File: config.mk
export PLATFORM = sky130hd
export DESIGN_NAME = rat_flags_unit
export DESIGN_NICKNAME = d
export VERILOG_FILES = /design/src/rtl/rat_pkg.sv /design/src/rtl/rat_intr_sync.sv /design/src/rtl/rat_flags_unit.sv
export SDC_FILE = /design/constraint.sdc
export NUM_CORES = 1
export LEC_CHECK = 0
export CORE_AREA = 4 4 41 43
export CTS_BUF_LIST = sky130_fd_sc_hd__clkbuf_8
export CTS_CLUSTER_SIZE = 8
export DETAILED_ROUTE_END_ITERATION = 10
export DIE_AREA = 0 0 45 47
export GPL_ROUTABILITY_DRIVEN = 1
export MAX_ROUTING_LAYER = met4
export PLACE_DENSITY = 0.74
export SYNTH_ARGS = -nofsm -noshare
export SYNTH_HDL_FRONTEND = slang
export SYNTH_SLANG_ARGS = --single-unit
File: constraint.sdc
create_clock -name CLK -period 1.3 [get_ports CLK]
set_clock_uncertainty 0.15 [all_clocks]
set_input_delay 0.26 -clock CLK [delete_from_list [all_inputs] [get_ports CLK]]
set_output_delay 0.26 -clock CLK [all_outputs]
set_load 0.03 [all_outputs]
File: src/rtl/rat_pkg.sv
// rtl/rat_pkg.sv - shared types and constants for the RAT CPU flag logic
package rat_pkg;

  // Branch condition encoding, shared with the control-unit decoder
  typedef enum logic [2:0] {
    BR_N  = 3'd0,
    BR_CC = 3'd1,
    BR_CS = 3'd2,
    BR_EQ = 3'd3,
    BR_NE = 3'd4
  } br_cond_t;

  // Interrupt vector used by the PC mux; the low eight bits of 10'h3FF
  localparam logic [9:0] INT_VECTOR_FULL = 10'h3FF;
  localparam logic [7:0] INT_VECTOR      = INT_VECTOR_FULL[7:0];

endpackage

File: src/rtl/rat_intr_sync.sv
// rtl/rat_intr_sync.sv - interrupt line synchroniser with rising-edge pulse
module rat_intr_sync #(
  parameter int SYNC_STAGES = 2
) (
  input  logic clk_i,
  input  logic rst_ni,
  input  logic async_i,
  output logic rise_o
);

  logic [SYNC_STAGES-1:0] sync_q;
  logic [SYNC_STAGES-1:0] sync_d;
  logic                   edge_q;

  // Shift the asynchronous line into the synchroniser chain
  always_comb begin
    sync_d = {sync_q[SYNC_STAGES-2:0], async_i};
  end

  // Synchroniser flops plus the delayed copy used for edge detection
  always_ff @(posedge clk_i or negedge rst_ni) begin
    if (!rst_ni) begin
      sync_q <= '0;
      edge_q <= 1'b0;
    end else begin
      sync_q <= sync_d;
      edge_q <= sync_q[SYNC_STAGES-1];
    end
  end

  // One-cycle pulse on a 0->1 transition of the synchronised signal
  assign rise_o = sync_q[SYNC_STAGES-1] & ~edge_q;

endmodule

File: src/rtl/rat_flags_unit.sv
// rtl/rat_flags_unit.sv - C/Z flags, interrupt shadows, I flag, interrupt request and branch decode
module rat_flags_unit
  import rat_pkg::*;
#(
  parameter int SYNC_STAGES = 2
) (
  input  logic       CLK,
  input  logic       RST_N,
  input  logic       ALU_C,
  input  logic       ALU_Z,
  input  logic       FLG_C_LD,
  input  logic       FLG_Z_LD,
  input  logic       FLG_C_SET,
  input  logic       FLG_C_CLR,
  input  logic       FLG_RESTORE,
  input  logic       I_SET,
  input  logic       I_CLR,
  input  logic       INT_ACK,
  input  logic       INTR_IN,
  input  logic [2:0] BR_COND,
  output logic       C_FLAG,
  output logic       Z_FLAG,
  output logic       SHAD_C,
  output logic       SHAD_Z,
  output logic       I_FLAG,
  output logic       INT_REQ,
  output logic       BR_TAKE
);

  logic c_q, c_d;
  logic z_q, z_d;
  logic shad_c_q, shad_c_d;
  logic shad_z_q, shad_z_d;
  logic i_q, i_d;
  logic pend_q, pend_d;
  logic req_q, req_d;
  logic intr_rise;

  rat_intr_sync #(
    .SYNC_STAGES(SYNC_STAGES)
  ) u_intr_sync (
    .clk_i  (CLK),
    .rst_ni (RST_N),
    .async_i(INTR_IN),
    .rise_o (intr_rise)
  );

  // Next-state selection for flags, shadows, I flag and interrupt request
  always_comb begin
    c_d      = c_q;
    z_d      = z_q;
    shad_c_d = shad_c_q;
    shad_z_d = shad_z_q;
    i_d      = i_q;

    // Entering the interrupt cycle freezes C/Z and captures them into the shadows
    if (INT_ACK) begin
      shad_c_d = c_q;
      shad_z_d = z_q;
    end else if (FLG_RESTORE) begin
      c_d = shad_c_q;
      z_d = shad_z_q;
    end else begin
      if (FLG_C_SET) begin
        c_d = 1'b1;
      end else if (FLG_C_CLR) begin
        c_d = 1'b0;
      end else if (FLG_C_LD) begin
        c_d = ALU_C;
      end
      if (FLG_Z_LD) begin
        z_d = ALU_Z;
      end
    end

    // Clear beats set so a simultaneous CLI/SEI leaves interrupts masked
    if (INT_ACK || I_CLR) begin
      i_d = 1'b0;
    end else if (I_SET) begin
      i_d = 1'b1;
    end

    // A fresh edge outranks the acknowledge so it is never dropped
    pend_d = intr_rise | (pend_q & ~INT_ACK);
    req_d  = pend_d & i_d;
  end

  // State registers
  always_ff @(posedge CLK or negedge RST_N) begin
    if (!RST_N) begin
      c_q      <= 1'b0;
      z_q      <= 1'b0;
      shad_c_q <= 1'b0;
      shad_z_q <= 1'b0;
      i_q      <= 1'b0;
      pend_q   <= 1'b0;
      req_q    <= 1'b0;
    end else begin
      c_q      <= c_d;
      z_q      <= z_d;
      shad_c_q <= shad_c_d;
      shad_z_q <= shad_z_d;
      i_q      <= i_d;
      pend_q   <= pend_d;
      req_q    <= req_d;
    end
  end

  // Branch condition evaluation from the current architectural flags
  always_comb begin
    BR_TAKE = 1'b0;
    case (br_cond_t'(BR_COND))
      BR_N:    BR_TAKE = 1'b1;
      BR_CC:   BR_TAKE = ~c_q;
      BR_CS:   BR_TAKE = c_q;
      BR_EQ:   BR_TAKE = z_q;
      BR_NE:   BR_TAKE = ~z_q;
      default: BR_TAKE = 1'b0;
    endcase
  end

  assign C_FLAG  = c_q;
  assign Z_FLAG  = z_q;
  assign SHAD_C  = shad_c_q;
  assign SHAD_Z  = shad_z_q;
  assign I_FLAG  = i_q;
  assign INT_REQ = req_q;

endmodule

==> metrics.txt <==
# TYPE chip_impl_metric gauge
chip_impl_info{name="clockRootBuffer",value="sky130_fd_sc_hd__clkbuf_8"} 1
chip_impl_metric{name="io_buffers",unit=""} 22
chip_impl_info{name="synth-main-ff-cell",value="sky130_fd_sc_hd__dfrtp_1"} 1
chip_impl_metric{name="drc",unit=""} 0
chip_impl_metric{name="grt_first_pass_wirelength",unit="mm"} 1.68
chip_impl_metric{name="design.die.area",unit="um2"} 2120
chip_impl_metric{name="critical_path_required",unit="ns"} 0.89
chip_impl_info{name="critical_path_class",value="reg -> out"} 1
chip_impl_metric{name="ioPinCount",unit=""} 23
chip_impl_info{name="hp-class",value="in -> async"} 1
chip_impl_metric{name="async_flop_share",unit="%"} 100
chip_impl_info{name="critical_path.endpoint_type",value="output port"} 1
chip_impl_metric{name="remaining_global_route_overflow",unit=""} 0
chip_impl_metric{name="power_density",unit="nW/um2"} 1320
chip_impl_metric{name="clk-insertion-delay-late",unit="ns"} 0.23
chip_impl_metric{name="initial_utilization",unit="%"} 31.3
chip_impl_metric{name="r2r_cell_count",unit=""} 3
chip_impl_metric{name="grt_antenna_before_repair",unit=""} 0
chip_impl_metric{name="power.static_leakage",unit="nW"} 0.386
chip_impl_metric{name="worst-r2r-setup-slack",unit="ns"} 0.10
chip_impl_metric{name="final_layout_size_suffix_gt1_share",unit="%"} 47.1
chip_impl_metric{name="count_of_state_elements_after_synthesis",unit=""} 10
chip_impl_metric{name="syn-instance-count",unit=""} 36
chip_impl_metric{name="core.rowCount",unit=""} 13
chip_impl_metric{name="place_congestion",unit=""} 0.653
chip_impl_info{name="start_kind",value="flop"} 1
chip_impl_metric{name="timing.hold.ws",unit="ns"} 0.163
chip_impl_metric{name="finalWorstPathRequiredPeriod",unit="ns"} 1.51
chip_impl_metric{name="synth-adder-area-share",unit="%"} 0
chip_impl_metric{name="timing.critical_path.fanout_max",unit=""} 3
chip_impl_info{name="biggest_area_contributors_in_the_synthesized_netlist",value="sky130_fd_sc_hd__dfrtp_1 (61%), sky130_fd_sc_hd__mux2_2 (5.5%), sky130_fd_sc_hd__nor2_1 (3.7%), sky130_fd_sc_hd__o22ai_1 (3.1%), sky130_fd_sc_hd__inv_1 (2.8%)"} 1
chip_impl_info{name="tritoncts_clock_tree",value="done"} 1
chip_impl_metric{name="gr-usage-all-layers",unit="%"} 11.8
chip_impl_metric{name="postLayoutSetupSlackWorst",unit="ns"} -0.206
chip_impl_metric{name="grt_start_max_net_pins",unit=""} 11
chip_impl_metric{name="post_synth_and_or_nand_nor_area_fraction",unit="%"} 16.3
chip_impl_metric{name="post_drt_via_cell_ratio",unit=""} 4.62
chip_impl_metric{name="final_min_period_over_clock_period",unit="%"} 116
chip_impl_metric{name="layout-area-overhead-vs-synth",unit="%"} 97.2
chip_impl_metric{name="hold_violations",unit=""} 0
chip_impl_metric{name="peakVddDrop",unit="V"} 0.000988
chip_impl_metric{name="synth_top_area_share",unit="%"} 61.3
chip_impl_metric{name="finalNetCount",unit=""} 87
chip_impl_metric{name="die_height",unit="um"} 47
chip_impl_info{name="yosysTopAreaCell",value="sky130_fd_sc_hd__dfrtp_1"} 1
chip_impl_metric{name="drt_iter0_drc",unit=""} 4
chip_impl_metric{name="timing_worst_slew_pin_value",unit="ns"} 0.315
chip_impl_metric{name="diodes",unit=""} 0
chip_impl_info{name="yosysMostFrequentCell",value="sky130_fd_sc_hd__dfrtp_1"} 1
chip_impl_metric{name="synth-edff-count",unit=""} 0
chip_impl_metric{name="yosysSeqAreaShare",unit="%"} 61.3
chip_impl_metric{name="first_pass_iters",unit=""} 2
chip_impl_info{name="violations",value="setup timing"} 1
chip_impl_metric{name="max_cap_violations",unit=""} 0
chip_impl_metric{name="setup_viol_count_final",unit=""} 3
chip_impl_metric{name="design.core.area",unit="um2"} 1300
chip_impl_metric{name="utilization",unit="%"} 61.8
chip_impl_metric{name="dp_hpwl",unit="um"} 739
chip_impl_metric{name="syn_nets",unit=""} 52
chip_impl_metric{name="synth_compound_gate_area_share",unit="%"} 12.9
chip_impl_metric{name="timing.final.max_slew_violations",unit=""} 0
chip_impl_metric{name="post_synth.cell_area_avg",unit="um2"} 11.3
chip_impl_info{name="combinational_family_with_the_most_area_after_synthesis",value="simple AND/OR/NAND/NOR gates"} 1
chip_impl_metric{name="fmax",unit="GHz"} 0.664
chip_impl_metric{name="placed_cells",unit=""} 79
chip_impl_metric{name="synthDistinctLibCells",unit=""} 18
chip_impl_metric{name="yosys-mux-area-fraction",unit="%"} 5.52
chip_impl_metric{name="tritoncts.num_buffers",unit=""} 3
chip_impl_metric{name="route.detailed.wl_per_inst",unit="um"} 11.8
chip_impl_metric{name="worst-endpoint-arrival",unit="ns"} 1.10
chip_impl_metric{name="synth_warnings",unit=""} 0
chip_impl_metric{name="final_antenna_net_count",unit=""} 0
chip_impl_metric{name="finish.cell_count_without_fillers",unit=""} 85
chip_impl_metric{name="post_synth_xor_area_fraction",unit="%"} 0
chip_impl_metric{name="clk_pin_slew",unit="ns"} 0.05
chip_impl_metric{name="totalWireLength",unit="mm"} 1.01
chip_impl_metric{name="synthesis.area",unit="um2"} 408
chip_impl_info{name="synth.top_cells.by_count",value="sky130_fd_sc_hd__dfrtp_1 (10), sky130_fd_sc_hd__nor2_1 (4), sky130_fd_sc_hd__inv_1 (3)"} 1
chip_impl_metric{name="routed-via-count",unit=""} 393
chip_impl_metric{name="ctsLongestPathBuffers",unit=""} 2
chip_impl_metric{name="number_of_global_route_vias_before_repair",unit=""} 390
chip_impl_metric{name="cts_max_level",unit=""} 1
chip_impl_metric{name="clock_sinks",unit=""} 10
chip_impl_metric{name="horizontal_extent_of_the_die",unit="um"} 45
chip_impl_metric{name="post_layout_power",unit="mW"} 1.06
chip_impl_info{name="grt_setup_unrepaired",value="yes"} 1
chip_impl_info{name="status",value="complete, but fails checks"} 1
chip_impl_metric{name="max-slew-margin-rel",unit="%"} 78.9
[metrics by stage]
stage                     TNS (ns)  area, um2  setup WS, ns
final                       -0.501        805        -0.206
after global routing        -0.643        805        -0.254
after CTS                   -0.483        777        -0.211
after detailed placement     -1.63        686        -0.373
after global placement       -1.54        686        -0.339
after floorplan            -0.0903        417       -0.0903
[what timing repair did]
| action | 4_1_cts | 5_1_grt |
|---|---|---|
| endpoints found under the hold margin | 0 | 0 |
| resized for setup | 10 | 9 |
| buffers inserted | 2 | 2 |
| endpoints found under the setup margin | 3 | 8 |
| pin swaps | 3 | 2 |
| hold buffers | 0 | 0 |
[worst max-delay path, cell delays in order, from the launching register on]
cell and delay [ns]:
sky130_fd_sc_hd__dfrtp_2 0.42, sky130_fd_sc_hd__nor2_2 0.10, sky130_fd_sc_hd__a21oi_2 0.04, sky130_fd_sc_hd__o22ai_2 0.15
sky130_fd_sc_hd__buf_6 0.15
[report_power, final]
group	switching, mW	leakage [nW]	internal [mW]
Combinational	0.144	0.236	0.165
Sequential	0.0276	0.121	0.348
Clock	0.113	0.0288	0.265
[registers in the layout, summed over array words and instances, names as in the netlist]
name / count
pend_q: 1
I_FLAG: 1
SHAD_Z: 1
Z_FLAG: 1
u_intr_sync.sync_q: 2
u_intr_sync.edge_q: 1
INT_REQ: 1
SHAD_C: 1
C_FLAG: 1
[cells in the final DEF (no fill, tap or decap)]
| cell type | Yosys | layout |
|---|---|---|
| sky130_fd_sc_hd__nor2_2 | 0 | 2 |
| sky130_fd_sc_hd__buf_4 | 0 | 11 |
| sky130_fd_sc_hd__buf_6 | 0 | 5 |
| sky130_fd_sc_hd__dfrtp_2 | 0 | 2 |
| sky130_fd_sc_hd__o21ai_0 | 2 | 1 |
| sky130_fd_sc_hd__and2_1 | 1 | 1 |
| sky130_fd_sc_hd__nor3_2 | 1 | 1 |
| sky130_fd_sc_hd__nor2b_1 | 1 | 1 |
| sky130_fd_sc_hd__inv_1 | 3 | 3 |
| sky130_fd_sc_hd__nor2_1 | 4 | 2 |
| sky130_fd_sc_hd__nor3_1 | 1 | 1 |
| sky130_fd_sc_hd__nor4_2 | 0 | 1 |
| sky130_fd_sc_hd__a31oi_2 | 0 | 1 |
| sky130_fd_sc_hd__o21ai_1 | 1 | 2 |
| sky130_fd_sc_hd__clkdlybuf4s50_1 | 0 | 10 |
| sky130_fd_sc_hd__dlymetal6s2s_1 | 0 | 2 |
| sky130_fd_sc_hd__o22ai_2 | 0 | 1 |
| sky130_fd_sc_hd__dfrtp_1 | 10 | 8 |
| sky130_fd_sc_hd__dlygate4sd2_1 | 0 | 3 |
| sky130_fd_sc_hd__clkbuf_8 | 0 | 4 |
| sky130_fd_sc_hd__and3b_1 | 1 | 1 |
| sky130_fd_sc_hd__a21oi_2 | 0 | 1 |
| sky130_fd_sc_hd__mux2_2 | 2 | 2 |
| sky130_fd_sc_hd__o41ai_2 | 0 | 1 |
| sky130_fd_sc_hd__nor2b_2 | 1 | 1 |
| sky130_fd_sc_hd__o22ai_1 | 2 | 1 |
| sky130_fd_sc_hd__a21oi_1 | 2 | 1 |
[path summary, 6_finish.rpt]
kind                                                  from                               to
setup / recovery                        Z_FLAG$_DFFE_PN0P_                          BR_TAKE
hold / removal                                       RST_N     u_intr_sync.edge_q$_DFF_PN0_
setup reg to reg                        C_FLAG$_DFFE_PN0P_               SHAD_C$_DFFE_PN0P_
hold reg to reg            u_intr_sync.sync_q[0]$_DFF_PN0_  u_intr_sync.sync_q[1]$_DFF_PN0_
max in group asynchronous                            RST_N               Z_FLAG$_DFFE_PN0P_
min in group CLK           u_intr_sync.sync_q[0]$_DFF_PN0_  u_intr_sync.sync_q[1]$_DFF_PN0_
[routing by layer]
layer | global-route usage [%] | up-vias | share of wire [%]
li1 | - | 194 | -
met1 | 13.3 | 182 | 38
met2 | 18.1 | 17 | 50
met3 | 6.13 | 0 | 12
met4 | 3.51 | 0 | 0
met5 | - | - | 0
[cell families after synthesis]
logic type      after synthesis
simple gates                 11
flops                        10
compound gates                9
buf+inv                       4
mux                           2
[area by class of cell]
| cell class | instances | area [um2] |
|---|---|---|
| Fill cell | 114 | 497 |
| Timing Repair Buffer | 31 | 290 |
| Multi-Input combinational cell | 22 | 176 |
| Sequential cell | 10 | 253 |
| Clock buffer | 4 | 55.1 |
| Inverter | 3 | 11.3 |
| Tap cell | 15 | 18.8 |
No activity file was read; power rests on OpenSTA's default activity.
